### config.mk
export PLATFORM = sky130hd
export DESIGN_NAME = mem_arbiter_flat
export DESIGN_NICKNAME = d
export VERILOG_FILES = /design/src/rtl/mem_arbiter_if.sv /design/src/rtl/mem_arbiter.sv /design/src/flat_wrapper.sv
export SDC_FILE = /design/constraint.sdc
export NUM_CORES = 1
export LEC_CHECK = 0
export ABC_AREA = 1
export CAP_MARGIN = 25
export CORE_ASPECT_RATIO = 0.75
export CORE_MARGIN = 10
export CORE_UTILIZATION = 23
export CTS_BUF_LIST = sky130_fd_sc_hd__clkbuf_8
export DETAILED_ROUTE_END_ITERATION = 16
export RECOVER_POWER = 100
export SLEW_MARGIN = 25
export SYNTH_ARGS = -nofsm -noshare
export SYNTH_HDL_FRONTEND = slang
export SYNTH_SLANG_ARGS = --single-unit
export TNS_END_PERCENT = 20
### constraint.sdc
create_clock -name clk -period 2.16 [get_ports clk]
set_input_delay 0.216 -clock clk [delete_from_list [all_inputs] [get_ports clk]]
set_output_delay 0.216 -clock clk [all_outputs]
set_load 0.05 [all_outputs]
### src/rtl/mem_arbiter_if.sv
// mem_arbiter_if
//   Bundles the three handshake ports of the shared memory arbiter:
//   IFU fetch port, LSU load/store port and the downstream memory port.
//
//   modport master : the arbiter itself, which owns the shared memory port
//                    (takes IFU/LSU requests, drives the memory request).
//   modport slave  : the attached agents (IFU, LSU, memory), i.e. everything
//                    on the far side of the arbiter.
interface mem_arbiter_if #(
  parameter int unsigned ADDR_WIDTH = 32,
  parameter int unsigned DATA_WIDTH = 32,
  parameter int unsigned MASK_WIDTH = 8
);
  // IFU (read-only fetch)
  logic                  ifu_req_valid;
  logic                  ifu_req_ready;
  logic [ADDR_WIDTH-1:0] ifu_addr;
  logic                  ifu_resp_valid;
  logic                  ifu_resp_ready;
  logic [DATA_WIDTH-1:0] ifu_rdata;

  // LSU (load/store)
  logic                  lsu_req_valid;
  logic                  lsu_req_ready;
  logic [ADDR_WIDTH-1:0] lsu_addr;
  logic                  lsu_wen;
  logic [DATA_WIDTH-1:0] lsu_wdata;
  logic [MASK_WIDTH-1:0] lsu_wmask;
  logic                  lsu_resp_valid;
  logic                  lsu_resp_ready;
  logic [DATA_WIDTH-1:0] lsu_rdata;

  // Memory slave
  logic                  mem_req_valid;
  logic                  mem_req_ready;
  logic [ADDR_WIDTH-1:0] mem_addr;
  logic                  mem_wen;
  logic [DATA_WIDTH-1:0] mem_wdata;
  logic [MASK_WIDTH-1:0] mem_wmask;
  logic                  mem_resp_valid;
  logic                  mem_resp_ready;
  logic [DATA_WIDTH-1:0] mem_rdata;

  modport master (
    input  ifu_req_valid, ifu_addr, ifu_resp_ready,
    output ifu_req_ready, ifu_resp_valid, ifu_rdata,
    input  lsu_req_valid, lsu_addr, lsu_wen, lsu_wdata, lsu_wmask, lsu_resp_ready,
    output lsu_req_ready, lsu_resp_valid, lsu_rdata,
    output mem_req_valid, mem_addr, mem_wen, mem_wdata, mem_wmask, mem_resp_ready,
    input  mem_req_ready, mem_resp_valid, mem_rdata
  );

  modport slave (
    output ifu_req_valid, ifu_addr, ifu_resp_ready,
    input  ifu_req_ready, ifu_resp_valid, ifu_rdata,
    output lsu_req_valid, lsu_addr, lsu_wen, lsu_wdata, lsu_wmask, lsu_resp_ready,
    input  lsu_req_ready, lsu_resp_valid, lsu_rdata,
    input  mem_req_valid, mem_addr, mem_wen, mem_wdata, mem_wmask, mem_resp_ready,
    output mem_req_ready, mem_resp_valid, mem_rdata
  );
endinterface

### src/rtl/mem_arbiter.sv
// mem_arbiter
//   Shares the single instruction/data memory port between the IFU (fetch)
//   and the LSU (load/store). One transaction at a time:
//   IDLE (grant) -> REQ (issue to memory) -> RESP (route response) -> IDLE.
//   Default policy: fixed priority, LSU wins a tie (older instruction).
//
//   Optional build macro MEM_ARB_RR_EN: ties alternate using a last_grant
//   flop (reset to LSU, so the first tie after reset goes to the IFU).
//
// Ports:
//   clk   - clock, rising edge
//   rst   - synchronous active-high reset
//   bus   - mem_arbiter_if.master: IFU, LSU and memory handshakes
//   busy  - state != IDLE
//   owner - current/last grant, 0 = IFU, 1 = LSU
module mem_arbiter #(
  parameter int unsigned ADDR_WIDTH = 32,
  parameter int unsigned DATA_WIDTH = 32,
  parameter int unsigned MASK_WIDTH = 8
) (
  input  logic          clk,
  input  logic          rst,
  mem_arbiter_if.master bus,
  output logic          busy,
  output logic          owner
);

  typedef enum logic [1:0] {
    IDLE = 2'd0,
    REQ  = 2'd1,
    RESP = 2'd2
  } state_e;

  state_e                state_q,         state_d;
  logic                  owner_q,         owner_d;
  logic [ADDR_WIDTH-1:0] addr_q,          addr_d;
  logic                  wen_q,           wen_d;
  logic [DATA_WIDTH-1:0] wdata_q,         wdata_d;
  logic [MASK_WIDTH-1:0] wmask_q,         wmask_d;
  logic                  mem_req_valid_q, mem_req_valid_d;
  logic                  busy_q,          busy_d;
`ifdef MEM_ARB_RR_EN
  logic                  last_grant_q,    last_grant_d;
`endif

  logic lsu_win;
  logic ifu_win;
  logic in_idle;
  logic in_resp;
  logic resp_rdy;

  // Grant selection (only meaningful in IDLE).
  always_comb begin
`ifdef MEM_ARB_RR_EN
    // On a tie, grant whichever master did not win last time.
    lsu_win = bus.lsu_req_valid && (!bus.ifu_req_valid || !last_grant_q);
`else
    lsu_win = bus.lsu_req_valid;
`endif
    ifu_win = bus.ifu_req_valid && !lsu_win;
  end

  // Combinational paths are gated by rst so nothing is presented to the
  // masters while reset is held, even if the state register is mid-flight.
  assign in_idle  = (state_q == IDLE) && !rst;
  assign in_resp  = (state_q == RESP) && !rst;
  assign resp_rdy = in_resp && (owner_q ? bus.lsu_resp_ready : bus.ifu_resp_ready);

  // Next-state logic.
  always_comb begin
    state_d         = state_q;
    owner_d         = owner_q;
    addr_d          = addr_q;
    wen_d           = wen_q;
    wdata_d         = wdata_q;
    wmask_d         = wmask_q;
    mem_req_valid_d = mem_req_valid_q;
    busy_d          = busy_q;
`ifdef MEM_ARB_RR_EN
    last_grant_d    = last_grant_q;
`endif
    unique case (state_q)
      IDLE: begin
        if (lsu_win) begin
          state_d         = REQ;
          owner_d         = 1'b1;
          addr_d          = bus.lsu_addr;
          wen_d           = bus.lsu_wen;
          wdata_d         = bus.lsu_wdata;
          wmask_d         = bus.lsu_wmask;
          mem_req_valid_d = 1'b1;
          busy_d          = 1'b1;
`ifdef MEM_ARB_RR_EN
          last_grant_d    = 1'b1;
`endif
        end else if (ifu_win) begin
          state_d         = REQ;
          owner_d         = 1'b0;
          addr_d          = bus.ifu_addr;
          wen_d           = 1'b0;
          wdata_d         = '0;
          wmask_d         = '0;
          mem_req_valid_d = 1'b1;
          busy_d          = 1'b1;
`ifdef MEM_ARB_RR_EN
          last_grant_d    = 1'b0;
`endif
        end
      end
      REQ: begin
        if (bus.mem_req_ready) begin
          state_d         = RESP;
          mem_req_valid_d = 1'b0;
        end
      end
      RESP: begin
        if (bus.mem_resp_valid && resp_rdy) begin
          state_d = IDLE;
          busy_d  = 1'b0;
        end
      end
      default: begin
        state_d         = IDLE;
        mem_req_valid_d = 1'b0;
        busy_d          = 1'b0;
      end
    endcase
  end

  // State register; mem_req_valid and busy are kept as registered flags
  // alongside the state so they come straight from flops.
  always_ff @(posedge clk) begin
    if (rst) begin
      state_q         <= IDLE;
      owner_q         <= 1'b0;
      addr_q          <= '0;
      wen_q           <= 1'b0;
      wdata_q         <= '0;
      wmask_q         <= '0;
      mem_req_valid_q <= 1'b0;
      busy_q          <= 1'b0;
`ifdef MEM_ARB_RR_EN
      last_grant_q    <= 1'b1;
`endif
    end else begin
      state_q         <= state_d;
      owner_q         <= owner_d;
      addr_q          <= addr_d;
      wen_q           <= wen_d;
      wdata_q         <= wdata_d;
      wmask_q         <= wmask_d;
      mem_req_valid_q <= mem_req_valid_d;
      busy_q          <= busy_d;
`ifdef MEM_ARB_RR_EN
      last_grant_q    <= last_grant_d;
`endif
    end
  end

  // Master request side.
  assign bus.lsu_req_ready  = in_idle && lsu_win;
  assign bus.ifu_req_ready  = in_idle && ifu_win;

  // Memory request side, payload held in the latched registers.
  assign bus.mem_req_valid  = mem_req_valid_q;
  assign bus.mem_addr       = addr_q;
  assign bus.mem_wen        = wen_q;
  assign bus.mem_wdata      = wdata_q;
  assign bus.mem_wmask      = wmask_q;

  // Response routing: only the owner sees mem_resp_valid.
  assign bus.mem_resp_ready = resp_rdy;
  assign bus.ifu_resp_valid = in_resp && !owner_q && bus.mem_resp_valid;
  assign bus.lsu_resp_valid = in_resp &&  owner_q && bus.mem_resp_valid;
  assign bus.ifu_rdata      = bus.mem_rdata;
  assign bus.lsu_rdata      = bus.mem_rdata;

  assign busy  = busy_q;
  assign owner = owner_q;

endmodule

### src/flat_wrapper.sv
// flat-port wrapper written by rule: the top's interface ports become plain ports
module mem_arbiter_flat 
#(
  parameter int unsigned ADDR_WIDTH = 32,
  parameter int unsigned DATA_WIDTH = 32,
  parameter int unsigned MASK_WIDTH = 8
)
  (clk, rst, busy, owner, bus_ifu_req_valid, bus_ifu_addr, bus_ifu_resp_ready, bus_ifu_req_ready, bus_ifu_resp_valid, bus_ifu_rdata, bus_lsu_req_valid, bus_lsu_addr, bus_lsu_wen, bus_lsu_wdata, bus_lsu_wmask, bus_lsu_resp_ready, bus_lsu_req_ready, bus_lsu_resp_valid, bus_lsu_rdata, bus_mem_req_valid, bus_mem_addr, bus_mem_wen, bus_mem_wdata, bus_mem_wmask, bus_mem_resp_ready, bus_mem_req_ready, bus_mem_resp_valid, bus_mem_rdata);
  mem_arbiter_if #(.ADDR_WIDTH(ADDR_WIDTH), .DATA_WIDTH(DATA_WIDTH), .MASK_WIDTH(MASK_WIDTH)) bus_i ();
  input  logic clk;
  input  logic rst;
  output logic busy;
  output logic owner;
  input wire logic [$bits(bus_i.ifu_req_valid)-1:0] bus_ifu_req_valid;
  input wire logic [$bits(bus_i.ifu_addr)-1:0] bus_ifu_addr;
  input wire logic [$bits(bus_i.ifu_resp_ready)-1:0] bus_ifu_resp_ready;
  output wire logic [$bits(bus_i.ifu_req_ready)-1:0] bus_ifu_req_ready;
  output wire logic [$bits(bus_i.ifu_resp_valid)-1:0] bus_ifu_resp_valid;
  output wire logic [$bits(bus_i.ifu_rdata)-1:0] bus_ifu_rdata;
  input wire logic [$bits(bus_i.lsu_req_valid)-1:0] bus_lsu_req_valid;
  input wire logic [$bits(bus_i.lsu_addr)-1:0] bus_lsu_addr;
  input wire logic [$bits(bus_i.lsu_wen)-1:0] bus_lsu_wen;
  input wire logic [$bits(bus_i.lsu_wdata)-1:0] bus_lsu_wdata;
  input wire logic [$bits(bus_i.lsu_wmask)-1:0] bus_lsu_wmask;
  input wire logic [$bits(bus_i.lsu_resp_ready)-1:0] bus_lsu_resp_ready;
  output wire logic [$bits(bus_i.lsu_req_ready)-1:0] bus_lsu_req_ready;
  output wire logic [$bits(bus_i.lsu_resp_valid)-1:0] bus_lsu_resp_valid;
  output wire logic [$bits(bus_i.lsu_rdata)-1:0] bus_lsu_rdata;
  output wire logic [$bits(bus_i.mem_req_valid)-1:0] bus_mem_req_valid;
  output wire logic [$bits(bus_i.mem_addr)-1:0] bus_mem_addr;
  output wire logic [$bits(bus_i.mem_wen)-1:0] bus_mem_wen;
  output wire logic [$bits(bus_i.mem_wdata)-1:0] bus_mem_wdata;
  output wire logic [$bits(bus_i.mem_wmask)-1:0] bus_mem_wmask;
  output wire logic [$bits(bus_i.mem_resp_ready)-1:0] bus_mem_resp_ready;
  input wire logic [$bits(bus_i.mem_req_ready)-1:0] bus_mem_req_ready;
  input wire logic [$bits(bus_i.mem_resp_valid)-1:0] bus_mem_resp_valid;
  input wire logic [$bits(bus_i.mem_rdata)-1:0] bus_mem_rdata;
  assign bus_i.ifu_req_valid = bus_ifu_req_valid;
  assign bus_i.ifu_addr = bus_ifu_addr;
  assign bus_i.ifu_resp_ready = bus_ifu_resp_ready;
  assign bus_ifu_req_ready = bus_i.ifu_req_ready;
  assign bus_ifu_resp_valid = bus_i.ifu_resp_valid;
  assign bus_ifu_rdata = bus_i.ifu_rdata;
  assign bus_i.lsu_req_valid = bus_lsu_req_valid;
  assign bus_i.lsu_addr = bus_lsu_addr;
  assign bus_i.lsu_wen = bus_lsu_wen;
  assign bus_i.lsu_wdata = bus_lsu_wdata;
  assign bus_i.lsu_wmask = bus_lsu_wmask;
  assign bus_i.lsu_resp_ready = bus_lsu_resp_ready;
  assign bus_lsu_req_ready = bus_i.lsu_req_ready;
  assign bus_lsu_resp_valid = bus_i.lsu_resp_valid;
  assign bus_lsu_rdata = bus_i.lsu_rdata;
  assign bus_mem_req_valid = bus_i.mem_req_valid;
  assign bus_mem_addr = bus_i.mem_addr;
  assign bus_mem_wen = bus_i.mem_wen;
  assign bus_mem_wdata = bus_i.mem_wdata;
  assign bus_mem_wmask = bus_i.mem_wmask;
  assign bus_mem_resp_ready = bus_i.mem_resp_ready;
  assign bus_i.mem_req_ready = bus_mem_req_ready;
  assign bus_i.mem_resp_valid = bus_mem_resp_valid;
  assign bus_i.mem_rdata = bus_mem_rdata;
  mem_arbiter #(.ADDR_WIDTH(ADDR_WIDTH), .DATA_WIDTH(DATA_WIDTH), .MASK_WIDTH(MASK_WIDTH)) u_core (.clk(clk), .rst(rst), .bus(bus_i), .busy(busy), .owner(owner));
endmodule
==> results.txt, run 1 <==
Inserted Diodes -> 0
Yosys reg bits -> 78
RSZ-0062 raised after global routing -> false
count of cell types in the netlist -> 23
global-route wire length before repair -> 18.1 mm
dpl ws -> 360 ps
die area -> 0.0203 sq mm
Hold Crit Depth -> 0
DR DRC count -> 0
vias in the first global route -> 3,282
critical path class -> in -> reg
Top Metal Used -> met4
metal2 WL -> 5.43 mm
Net count, final -> 642
routability congestion estimate -> 0.773
Final Cycle Share -> 90.3%
MaxCap Viol Count -> 0
Starting Density -> 23.6%
H-tree lvl count -> 3
Seq. cell area -> 0.00156 sq mm
met3 WL post-DR -> 958 microns
Core Area -> 0.0145 sq mm
Yosys top cell area share -> 45.5%
# Post-CTS Setup Buffers -> 0
Leakage -> 2.19 nW
Ys Warns -> 0
crit path DAT -> 2230 ps
leading area contributor after synthesis -> dfxtp_1
Final Slew Violations -> 0
hold bufs inserted after CTS -> 0
final worst slack -> 209 ps
area grow syn2layout -> 55.1%
DR WL/cell -> 16.4 microns
Setup violations, final -> 0
Pwr Density -> 856 mW/mm^2
CP Launch Type -> input pin
worst r2r src -> u_core.state_q[1]
top_reg_cell synth -> dfxtp_1
hold_sp -> bus_mem_rdata[21]
mapped cell area -> 0.00343 sq mm
total vias in the final route -> 3,134
top area cells in the synthesized netlist -> dfxtp_1 (45%), buf_4 (14%), a32o_1 (12%)
asr flop ratio synth -> 0%
Worst Tran Pin Value -> 649 ps
Clock Path Buffers -> 2
PortBufs -> 193
initial antenna violation count -> 0
Filler cells -> 1,501
crit-path max FO -> 22
initial DRC count -> 119
clk slew on worst S/H paths -> 70 ps
Hold Worst Slack -> 432 ps
worst r2r path cells -> 7
chip width -> 161 microns
pin count of the biggest net entering global routing -> 46
GR Overflow Total -> 0
Die Y -> 126 microns
Tot GR Track Use -> 10.9%
drt pass-1 iters -> 4
Post-DP HPWL -> 8.91 mm
Gate Count Post-Synth -> 377
post-route ant nets -> 0
syn_area_per_cell -> 9.11 sq um
sequential area share after synthesis -> 45.5%
achievable frequency -> 0.513 GHz
std cell rows -> 38
Post-synth EDFFs -> 0
post-route met1 wirelength -> 4.94 mm
Multi-input gate area -> 0.00118 sq mm
most numerous cell in the Yosys netlist -> dfxtp_1
status -> completed
Post-Route WL -> 11.5 mm
total CTS buffers -> 9
worst vdd ir -> 0.000315 V
Worst EP required -> 2440 ps
Hold Fails Final Rpt -> 0
Post-CTS Resized -> 0
setup_tns -> 0 ps
Synth top cells by count -> dfxtp_1 (78), nand2_1 (74), buf_4 (65), a32o_1 (41), a31oi_1 (32)
CP startpoint -> bus_lsu_req_valid
vias per cell -> 4.47
I/O pin count -> 290
Max Clock Skew -> 5.60 ps
slew margin rel. -> 56.7%
CTS tree -> built
Final min period -> 1950 ps
syn nets -> 522
crit end category -> flop
HP Class -> in -> out
share of layout cells above drive strength 1 -> 6.79%
Root Driver -> clkbuf_8
Skew-Pair Late Insertion Delay -> 350 ps
CTS sink count -> 78
==> path summary, 6_finish.rpt <==
check / to / slack (ps)
max: u_core.bus.mem_addr[1] / 210
min: bus_lsu_rdata[21] / 430
max reg2reg: u_core.bus.mem_addr[1] / 560
min reg2reg: u_core.bus.mem_req_valid / 460
==> power by group <==
group / internal, W / switching (W)
logic: 0.000539 / 0.000958
clock network: 0.000857 / 0.000523
registers: 0.00160 / 0.0000798
total: 0.00300 / 0.00156
==> worst max-delay path: stages <==
cell,delay (ps)
dlygate4sd3_1,630
clkinvlp_2,250
nand3_4,160
nand2_4,50
inv_2,300
clkbuf_1,340
o21ai_0,130
a31oi_1,140
==> cell type report <==
type / instances / share of cell area (%)
repair buffers: 202 / 38.5
flip-flops and latches: 78 / 29.3
multi-input cells: 198 / 22.1
well taps: 200 / 4.70
clock buffers: 12 / 3.10
clock inverters: 3 / 1.69
inverters: 8 / 0.587
==> through the flow <==
| stage | instance area [sq um] | cells | total power, W | util, % |
|---|---|---|---|---|
| global placement | 5100 | 686 | 0.00329 | 35.0 |
| detailed placement | 5100 | 686 | 0.00330 | 35.0 |
| global route | 5330 | 701 | 0.00479 | 36.6 |
| floorplan | 3430 | 377 | 0.00298 | - |
| CTS | 5350 | 701 | 0.00471 | 36.8 |
| finish | 5330 | 701 | 0.00456 | 36.6 |
==> state kept, by name, summed over array words and instances (netlist names) <==
signal                    flops
u_core.bus.mem_req_valid      1
u_core.bus.mem_addr          32
u_core.state_q                2
u_core.bus.mem_wdata         32
u_core.busy                   1
u_core.owner                  1
u_core.bus.mem_wen            1
u_core.bus.mem_wmask          8
==> per-layer routing <==
layer  vias up  GRT usage [%]
met4         0           3.79
met2       126           17.7
met5         -              0
met3        16           5.18
li1       1516              -
met1      1476           12.3
==> placed cells by master (no fill, tap or decap), types with 2 or more instances in the layout <==
cell type and instances:
a21oi_1 4, a32o_1 41, clkbuf_8 12, nor2_1 4
buf_4 5, dlymetal6s2s_1 2, clkdlybuf4s50_1 111, o21ai_0 19
o21ai_1 13, nand2_1 74, dfxtp_1 78, buf_12 5
a31oi_1 32, nand3_1 3, nor2_4 2, bufinv_16 3
inv_1 5, inv_2 2, dlygate4sd3_1 77
==> logic make-up after synthesis <==
kind of cell	Yosys count	share of synthesized area, %
AO/OA/AOI/OAI	110	23.3
buffers and inverters	101	20.3
AND/OR/NAND/NOR	88	11.0
flip-flops	78	45.5
(Power assumes the default switching activity.)
==> inputs of run 2 (changes only) <==
CORE_UTILIZATION = 36   (was 23)
PLACE_DENSITY = 0.94   (was unset)
==> results.txt, run 2 (same netlist as run 1, synthesis figures left out) <==
Clock Path Buffers -> 2
Max Clock Skew -> 6.67 ps
dpl ws -> 259 ps
Net count, final -> 640
most frequent CP cell -> nor2_1
total vias in the final route -> 3,256
GR Overflow Total -> 0
Worst Tran Pin Value -> 895 ps
post-route ant nets -> 0
Starting Density -> 37.5%
crit end category -> output pin
Skew-Pair Late Insertion Delay -> 340 ps
Worst Path Buf+Inv -> 2
die area -> 0.0139 sq mm
Inserted Diodes -> 0
commonest non-fill, non-tap cell in the layout -> clkdlybuf4s50_1
worst vdd ir -> 0.000455 V
achievable frequency -> 0.527 GHz
Worst EP required -> 1940 ps
Core Area -> 0.00916 sq mm
setup_tns -> 0 ps
Tot GR Track Use -> 16.0%
share of layout cells above drive strength 1 -> 6.60%
Pwr Density -> 840 mW/mm^2
CTS tree -> built
worst r2r src -> u_core.state_q[1]
most frequent cells in the layout -> clkdlybuf4s50_1 (111), dfxtp_1 (78), dlygate4sd3_1 (77)
met2 GRT Util -> 27.5%
routability congestion estimate -> 0.789
hold_sp -> bus_mem_rdata[10]
Hold EP -> bus_lsu_rdata[10]
worst reg2reg setup slack -> 360 ps
Die Y -> 105 microns
vias per cell -> 5.18
slew margin rel. -> 40.3%
CP Cell Sequence -> dlygate4sd3_1 > nor2_1 > nand2_1 > nor2_1 > dlymetal6s2s_1
# Post-CTS Setup Buffers -> 0
PortBufs -> 193
Post-CTS Resized -> 0
Leakage -> 2.15 nW
DR DRC count -> 0
global-route wire length before repair -> 18.4 mm
Hold Fails Final Rpt -> 0
DR WL/cell -> 18.6 microns
Post-Route WL -> 11.7 mm
total CTS buffers -> 9
HP Class -> in -> out
CP Launch Type -> input pin
crit-path max FO -> 6
Root Driver -> clkbuf_8
Final min period -> 1900 ps
H-tree lvl count -> 3
RSZ-0062 raised after global routing -> false
Final Slew Violations -> 0
met3 usage -> 8.76%
CTS sink count -> 78
drt pass-1 iters -> 4
hold bufs inserted after CTS -> 0
final worst slack -> 261 ps
Setup violations, final -> 0
Hold Crit Depth -> 0
Largest stage delay, worst path -> 630 ps
Post-DP HPWL -> 9.02 mm
worst r2r path cells -> 5
MaxCap Viol Count -> 0
std cell rows -> 30
Final Cycle Share -> 87.9%
chip width -> 133 microns
critical path class -> in -> out
initial DRC count -> 191
I/O pin count -> 290
area grow syn2layout -> 51.3%
worst reg2reg path endpoint -> u_core.bus.mem_wdata[10]
initial antenna violation count -> 0
critical path's top delay family -> buffers and inverters
crit path DAT -> 1680 ps
pin count of the biggest net entering global routing -> 75
vias in the first global route -> 3,438
GRT met1 Usage -> 16.5%
status -> completed
crit path max-delay cell type -> dlygate4sd3_1
gr busiest metal -> met2
-- run 2: cell types whose count changed in the layout (fill, tap and decap cells not counted), sizes merged --
cell and change:
dlymetal6s2s -1, inv +2, buf -1, clkinv +2, bufinv -1, clkinvlp +1
clkbuf -3
-- run 2: how the worst max path moves through the flow --
stage	startpoint	end	slack (ps)	depth (start not counted)
after floorplan	u_core.state_q[1]	bus_ifu_req_ready	270	3
after global placement	rst	u_core.bus.mem_addr[1]	370	5
after detailed placement	rst	u_core.bus.mem_addr[31]	260	5
after CTS	u_core.bus.mem_addr[10]	bus_mem_addr[10]	310	1
after global routing	u_core.state_q[1]	bus_lsu_resp_valid	150	5
final	rst	bus_lsu_resp_valid	260	5
-- run 2: cell type report --
cell class	count	area [sq um]
inverter	8	35.0
sequential	78	1560
multi-input combinational	198	1170
fill	825	3960
timing repair buffer	200	2050
tap	128	160
clock inverter	7	97.6
clock buffer	9	124
-- run 2: report_power, final --
part | leakage [nW] | switching (W) | internal, W
Clock | 0.106 | 0.000546 | 0.000654
Sequential | 0.643 | 0.0000842 | 0.00160
Combinational | 1.40 | 0.000946 | 0.000533
-- run 2: routing by layer --
metal	vias to the layer above	share of wire, %	routed length [microns]
met5	-	0	0
met1	1546	37	4330
met4	0	1.7	194
met3	30	11	1310
li1	1510	-	-
met2	170	50	5860
-- run 2: per-stage QoR --
| stage | std cells | cell area (sq um) | hold WS, ps | util, % | power (W) |
|---|---|---|---|---|---|
| after CTS | 628 | 5210 | 415 | 56.9 | 0.00450 |
| after global routing | 628 | 5200 | 425 | 56.7 | 0.00458 |
| after global placement | 612 | 4990 | 432 | 54.5 | 0.00325 |
| after floorplan | 377 | 3430 | 285 | - | 0.00298 |
| final | 628 | 5200 | 432 | 56.7 | 0.00436 |
| after detailed placement | 612 | 4990 | 432 | 54.5 | 0.00329 |
==> inputs of run 3 (changes only) <==
TNS_END_PERCENT = unset   (was 20)
==> results of run 3 <==
Final layout, timing and power as in run 2 (identical DEF).
